[src/rtl/pipe_stage_skid.sv]
// Pipeline stage register with valid/ready on both sides and a 2-entry skid buffer.
// in_ready is taken from registered state only, so no combinational ready path crosses the stage.
module pipe_stage_skid #(
    parameter int unsigned          DATA_W    = 101,
    parameter logic [DATA_W-1:0]    RESET_VAL = '0,
    parameter int unsigned          CNT_W     = 16
) (
    input  logic              clk,
    input  logic              reset,
    input  logic              in_valid,
    output logic              in_ready,
    input  logic [DATA_W-1:0] in_data,
    output logic              out_valid,
    input  logic              out_ready,
    output logic [DATA_W-1:0] out_data,
    input  logic              flush,
    input  logic              stat_clr,
    output logic [CNT_W-1:0]  stall_cnt
);

    typedef enum logic [1:0] {
        EMPTY = 2'd0,
        BUSY  = 2'd1,
        FULL  = 2'd2
    } state_t;

    state_t              state_q, state_d;
    logic [DATA_W-1:0]   main_q, main_d;
    logic [DATA_W-1:0]   skid_q, skid_d;
    logic                in_ready_q, in_ready_d;
    logic                out_valid_q, out_valid_d;
    logic [CNT_W-1:0]    cnt_q, cnt_d;
    logic                in_fire;
    logic                out_fire;

    assign in_ready  = in_ready_q;
    assign out_valid = out_valid_q;
    assign out_data  = main_q;
    assign stall_cnt = cnt_q;

    always_comb begin
        state_d = state_q;
        main_d  = main_q;
        skid_d  = skid_q;
        in_fire  = in_valid & in_ready_q;
        out_fire = out_valid_q & out_ready;

        case (state_q)
            EMPTY: begin
                if (in_fire) begin
                    main_d  = in_data;
                    state_d = BUSY;
                end
            end
            BUSY: begin
                if (in_fire && out_fire) begin
                    main_d = in_data;
                end else if (in_fire) begin
                    skid_d  = in_data;
                    state_d = FULL;
                end else if (out_fire) begin
                    state_d = EMPTY;
                end
            end
            FULL: begin
                if (out_fire) begin
                    main_d  = skid_q;
                    state_d = BUSY;
                end
            end
            default: state_d = EMPTY;
        endcase

        // Flush drops held entries and any same-cycle input; payload keeps its last value.
        if (flush) begin
            state_d = EMPTY;
            main_d  = main_q;
            skid_d  = skid_q;
        end

        in_ready_d  = (state_d != FULL);
        out_valid_d = (state_d != EMPTY);

        cnt_d = cnt_q;
        if (stat_clr) begin
            cnt_d = '0;
        end else if (out_valid_q && !out_ready && (cnt_q != '1)) begin
            cnt_d = cnt_q + 1'b1;
        end
    end

    always_ff @(posedge clk or posedge reset) begin
        if (reset) begin
            state_q     <= EMPTY;
            main_q      <= RESET_VAL;
            skid_q      <= RESET_VAL;
            in_ready_q  <= 1'b1;
            out_valid_q <= 1'b0;
            cnt_q       <= '0;
        end else begin
            state_q     <= state_d;
            main_q      <= main_d;
            skid_q      <= skid_d;
            in_ready_q  <= in_ready_d;
            out_valid_q <= out_valid_d;
            cnt_q       <= cnt_d;
        end
    end

endmodule
[config.mk]
export PLATFORM = sky130hd
export DESIGN_NAME = pipe_stage_skid
export DESIGN_NICKNAME = d
export VERILOG_FILES = /design/src/rtl/pipe_stage_skid.sv
export SDC_FILE = /design/constraint.sdc
export NUM_CORES = 1
export LEC_CHECK = 0
export BUFFER_PORTS_ARGS = -buffer_cell sky130_fd_sc_hd__buf_2
export CAP_MARGIN = 5
export CORE_MARGIN = 5
export CORE_UTILIZATION = 47
export CTS_BUF_LIST = sky130_fd_sc_hd__clkbuf_4
export DETAILED_ROUTE_END_ITERATION = 8
export PLACE_DENSITY = 0.69
export SLEW_MARGIN = 20
export SYNTH_ARGS = -nofsm -noshare
export SYNTH_HDL_FRONTEND = slang
export SYNTH_SLANG_ARGS = --single-unit
[constraint.sdc]
create_clock -name clk -period 10.4 [get_ports clk]
set_input_delay 1.04 -clock clk [delete_from_list [all_inputs] [get_ports clk]]
set_output_delay 1.04 -clock clk [all_outputs]
set_load 0.02 [all_outputs]
Word-level counts from Yosys, hierarchy flattened --
Index checks and enable logic that the tools add are counted.
Storage, ports and cells: flip-flop bits (word level) 222, latch bits 0, bits in writable memories 0, memory bits (read-only) 0, input bits 107, output and inout bits 119, logic and storage cells 41, memories kept 0
Operators by class: add/subtract/negate cells 1, $mul 0, div/mod/pow operators 0, magnitude comparators 0, equality and inequality tests 7, shifts and indexed selects 0, multiplexer cells 13, bitwise gates (word level) 4, reduce and logical (&&, ||, !) cells 10
Operator list (number):
- two-way mux 101 bit | 3
- case mux 101 bit (3 select lines) | 1
- two-way mux 16 bit | 2
- adder 16 x 1 -> 16 bit, second input constant | 1
- != test 16 bit, second input constant | 1
- two-way mux 2 bit | 6
- != test 2 bit, second input constant | 4
- case mux 2 bit (3 select lines) | 1
- AND reduction 5 bit | 1
- AND reduction 4 bit | 1
- nonzero test 2 bit | 2
- logical AND 1 bit | 3
- nonzero test 3 bit | 1
- bitwise AND 1 bit | 2
- == test 2 x 1 -> 1 bit, second input constant | 1
- == test 2 bit, second input constant | 1
- logical NOT 2 bit | 1
- NOT 1 bit | 2
- logical NOT 1 bit | 1

Logic depth before layout (Yosys ltp) --
depth in word-level cells 7, mapped depth 6, depth with buffers taken out 5

Least setup slack after synthesis --
Ideal clock, no wire load.
path kind input-to-reg, start input port in_valid, end register skid_q[20], library setup time 0.125 ns, arrival time 2.144 ns, data required time 10.275 ns, slack 8.132 ns, stages on the path 5, path buffers 2, cells stage by stage and3b_1 and3_1 buf_2 buf_2 mux2_2
On the way: cells in the longest elaborated chain, start to end 4
RTL lines:
- start, declared | line 10 | input logic in_valid,
- bitwise AND 1 bit * | line 45 | in_fire = in_valid & in_ready_q;
- logical AND 1 bit | line 56 | if (in_fire && out_fire) begin
- NOT 1 bit (no line)
- AND reduction 4 bit (no line) *
- end signal, assigned | line 103 | skid_q <= skid_d;
- end, declared | line 29 | logic [DATA_W-1:0] skid_q, skid_d;
Every way passes the cells marked *; elsewhere a longest branch is shown, timed or not. A chain may end at the register's enable or synchronous reset.

Final worst setup path --
start register state_q[1], end register main_q[39], in the netlist out_data[39]
On the way: cells in the longest elaborated chain, start to end 3, elaborated cells on any way between the ends 9, classes of those cells 5 x eq/ne; 1 x mux; 3 x reduce/logical
RTL lines:
- start, declared | line 27 | state_t state_q, state_d;
- start signal, assigned | line 101 | state_q <= state_d;
- == test 2 x 1 -> 1 bit, or another cell as far along | line 48 | case (state_q)
- != test 2 bit (no line) / nonzero test 3 bit (equally long branches)
- AND reduction 5 bit (no line)
- end signal, assigned | line 102 | main_q <= main_d;
- end, declared | line 28 | logic [DATA_W-1:0] main_q, main_d;
Parallel ways exist; a longest one is shown, timed or not.

==> impl_metrics.yaml <==
sta:
  slew_headroom_pct: 34.4
  hold_violations: 0
  fmax_ghz: 0.308
  tightest_slew_ns: 0.984
  tns_ns: 0
  setup_viol: 0
  layout_setup_ws_ns: 7.15
  skew_ns: 0.0218
  slew_violations: 0
  post-route-period-util_pct: 31.2
  rsz0062_at_grt: "no"
  min_period_ns: 3.25
drt:
  ant_nets: 0
  dr.pass1.iters: 4
  drt-wirelength-per-cell_um: 15.9
  drt_iter0_markers: 295
  via_per_inst: 5.07
  wl_mm: 22.9
  drc: 0
  num_vias: 7282
clock_network:
  clock_sinks: 222
  clk_latency_ns: 0.65
  cts_buffers: 57
  root_buffer: "clkbuf_4"
  hold_buffers: 0
  post_cts_buffers: 0
  cts.htree.levels: 2
  ctsLongestPathBuffers: 3
  cts_resized: 0
  cts.clk_slew.worst_paths_ns: 0.07
  cts_tree: "yes"
placement:
  dpl-instance-area_um2: 11200
  hpwl_mm: 14.5
  io_buffers: 225
  post-place-ws_ns: 6.81
  gp_routability_congestion: 0.759
global_route:
  grt-ovfl-total: 0
  grt_max_degree: 83
  antenna_found_initial: 2
  track_usage_pct: 19.1
  grt_pass1_vias: 7565
  grt_pass1_wl_mm: 38.0
setup_path:
  startpoint_type: "flop"
  r2r_cells: 6
  worst-path-buf-inv: 2
  crit_type: "flop to flop"
  cp_slowest_cell: "buf_4"
  critical-path-top-delay-family: "buffers and inverters"
  cp_common_cell: "buf_4"
  r2r_start: "state_q[1]"
  cp.required_ns: 10.90
  end_kind: "flop"
  cp-startpoint: "state_q[1]"
  crit_chain: "nor2b_4 > o21bai_2 > a21oi_4 > buf_4 > buf_4 > mux2_2"
  cp.depth: 6
  crit_arrival_ns: 3.75
  worstPathMaxFanout: 70
  critPathMaxStageDelay_ns: 0.80
cells_and_area:
  num-nets-final: 1231
  area_delta_synth_final_pct: 20.8
  drive_gt1_share_pct: 46.0
  final_util_pct: 57.4
  final_common_cell: "nand2_1"
  fill_cells: 1834
  stdcell_area_um2: 12000
  final_cell_mix: "nand2_1 (314), buf_2 (225), dfrtp_1 (221)"
synthesis:
  synthTopCellsByArea: "dfrtp_1 (56%), mux2_2 (21%), nand2_1 (12%), mux2_1 (1.8%), buf_6 (1.0%)"
  netlist_instances: 879
  seq_area_frac_synth_pct: 56.0
  synth.avg_cell_area_um2: 11.3
  synth_top_area_share_pct: 55.7
  synth_nets: 987
  synth-seq-cells: 222
  synth.distinct_cells: 42
  yosysWarnings: 0
  synth_top_area_cell: "dfrtp_1"
  synth_area_um2: 9920
min_path:
  hold_class: "primary input to asynchronous set/reset pin"
outcome:
  outcome: "finished, final reports clean"
floorplan:
  rows: 53
  pin_count: 226
  die_h_um: 155
  fp.dieW_um: 155
  initial_core_util_pct: 47.5
  die_area_um2: 24100
  core_um2: 20900
power:
  p_seq_share_pct: 46.4
  swShare_pct: 30.9
  total_leakage_power_nw: 5.95
  p_per_area_nw_per_um2: 238
  p_sw_w: 0.000881
  comb_power_share_pct: 26.1
  p_int_w: 0.00197
  ir_drop_mv: 0.140
  p_clk_share_pct: 27.5
run:
  max_cap_violations: 0
[routing by layer]
metal,up-vias,routed length (um),track usage (%)
li1,3469,-,-
met1,3556,10200,26.1
met2,218,10600,29.9
met3,37,1700,5.51
met4,2,384,5.42
met5,-,11,0
[final cells by class]
| cell class | count | area [um^2] | area share (%) |
|---|---|---|---|
| inverters | 4 | 22.5 | 0.188 |
| clock buffers | 93 | 698 | 5.82 |
| clock inverters | 4 | 67.6 | 0.564 |
| flip-flops and latches | 222 | 5560 | 46.4 |
| multi-input cells | 605 | 4090 | 34.1 |
| repair buffers | 233 | 1210 | 10.1 |
| well taps | 275 | 344 | 2.87 |
| diodes | 1 | 2.50 | 0.0209 |
[state kept, by name (all words and copies together) (netlist names)]
signal	cells
stall_cnt	16
in_ready	1
out_valid	1
out_data	101
skid_q	101
state_q	2
[power groups by stage]
stage | Combinational (W) | Clock (W) | Sequential (W)
3_3_place_gp | 0.000731 | 0 | 0.00133
5_1_grt | 0.000810 | 0.000864 | 0.00136
6_report | 0.000742 | 0.000784 | 0.00132
4_1_cts | 0.000754 | 0.000814 | 0.00132
3_5_place_dp | 0.000753 | 0 | 0.00134
2_1_floorplan | 0.000362 | 0 | 0.00146
[cell families (layout without fill, tap and decap cells)]
family / after synthesis / count (layout) / synth area share [%]
AOI/OAI and AO/OA: 31 / 31 / 1.89
adders and majority gates: 1 / 1 / 0.126
buffers and inverters: 52 / 334 / 3.11
DFF: 222 / 222 / 56.0
muxes: 207 / 207 / 23.5
other: 0 / 1 / 0
and+or+nand+nor: 366 / 366 / 15.4
[Yosys cell counts (all sizes together)]
library cell and number:
mux2 205, or4 5, buf 30, dlygate4sd1 1
ha 1, mux2i 2, and2b 1, o31a 1
and3b 1, a21oi 15, dfrtp 221, nand2 314
dfstp 1, o31ai 5, clkbuf 17, a21o 1
nand4 5, and4 3, nor2 8, nand3 5
and3 2, o21ai 6, nor3 4, nand2b 6
nor4 3, o21bai 2, nor2b 4, or3 5
o41ai 1, inv 4
[worst register-to-register path: stages, from the launching register on]
cell and delay, ns:
dfrtp_1 0.44, nor2b_4 0.63, o21bai_2 0.15, a21oi_4 0.14
buf_4 0.41, buf_4 0.83, mux2_2 0.52
[worst paths after layout]
kind                       slack, ns           end
hold / removal                  0.47     skid_q[0]
hold reg to reg                 0.48  out_data[77]
min in group clk                0.48  out_data[77]
setup / recovery                7.15  out_data[39]
setup reg to reg                7.15  out_data[39]
max in group asynchronous       8.52    skid_q[69]
[through the flow]
stage / std cells / total power, W / hold WS [ns]
6_report: 1437 / 0.00285 / 0.467
5_1_grt: 1437 / 0.00304 / 0.438
4_1_cts: 1435 / 0.00289 / 0.425
3_5_place_dp: 1338 / 0.00209 / 0.471
3_3_place_gp: 1338 / 0.00206 / 0.465
2_1_floorplan: 879 / 0.00183 / 0.480
(Power assumes the default switching activity.)
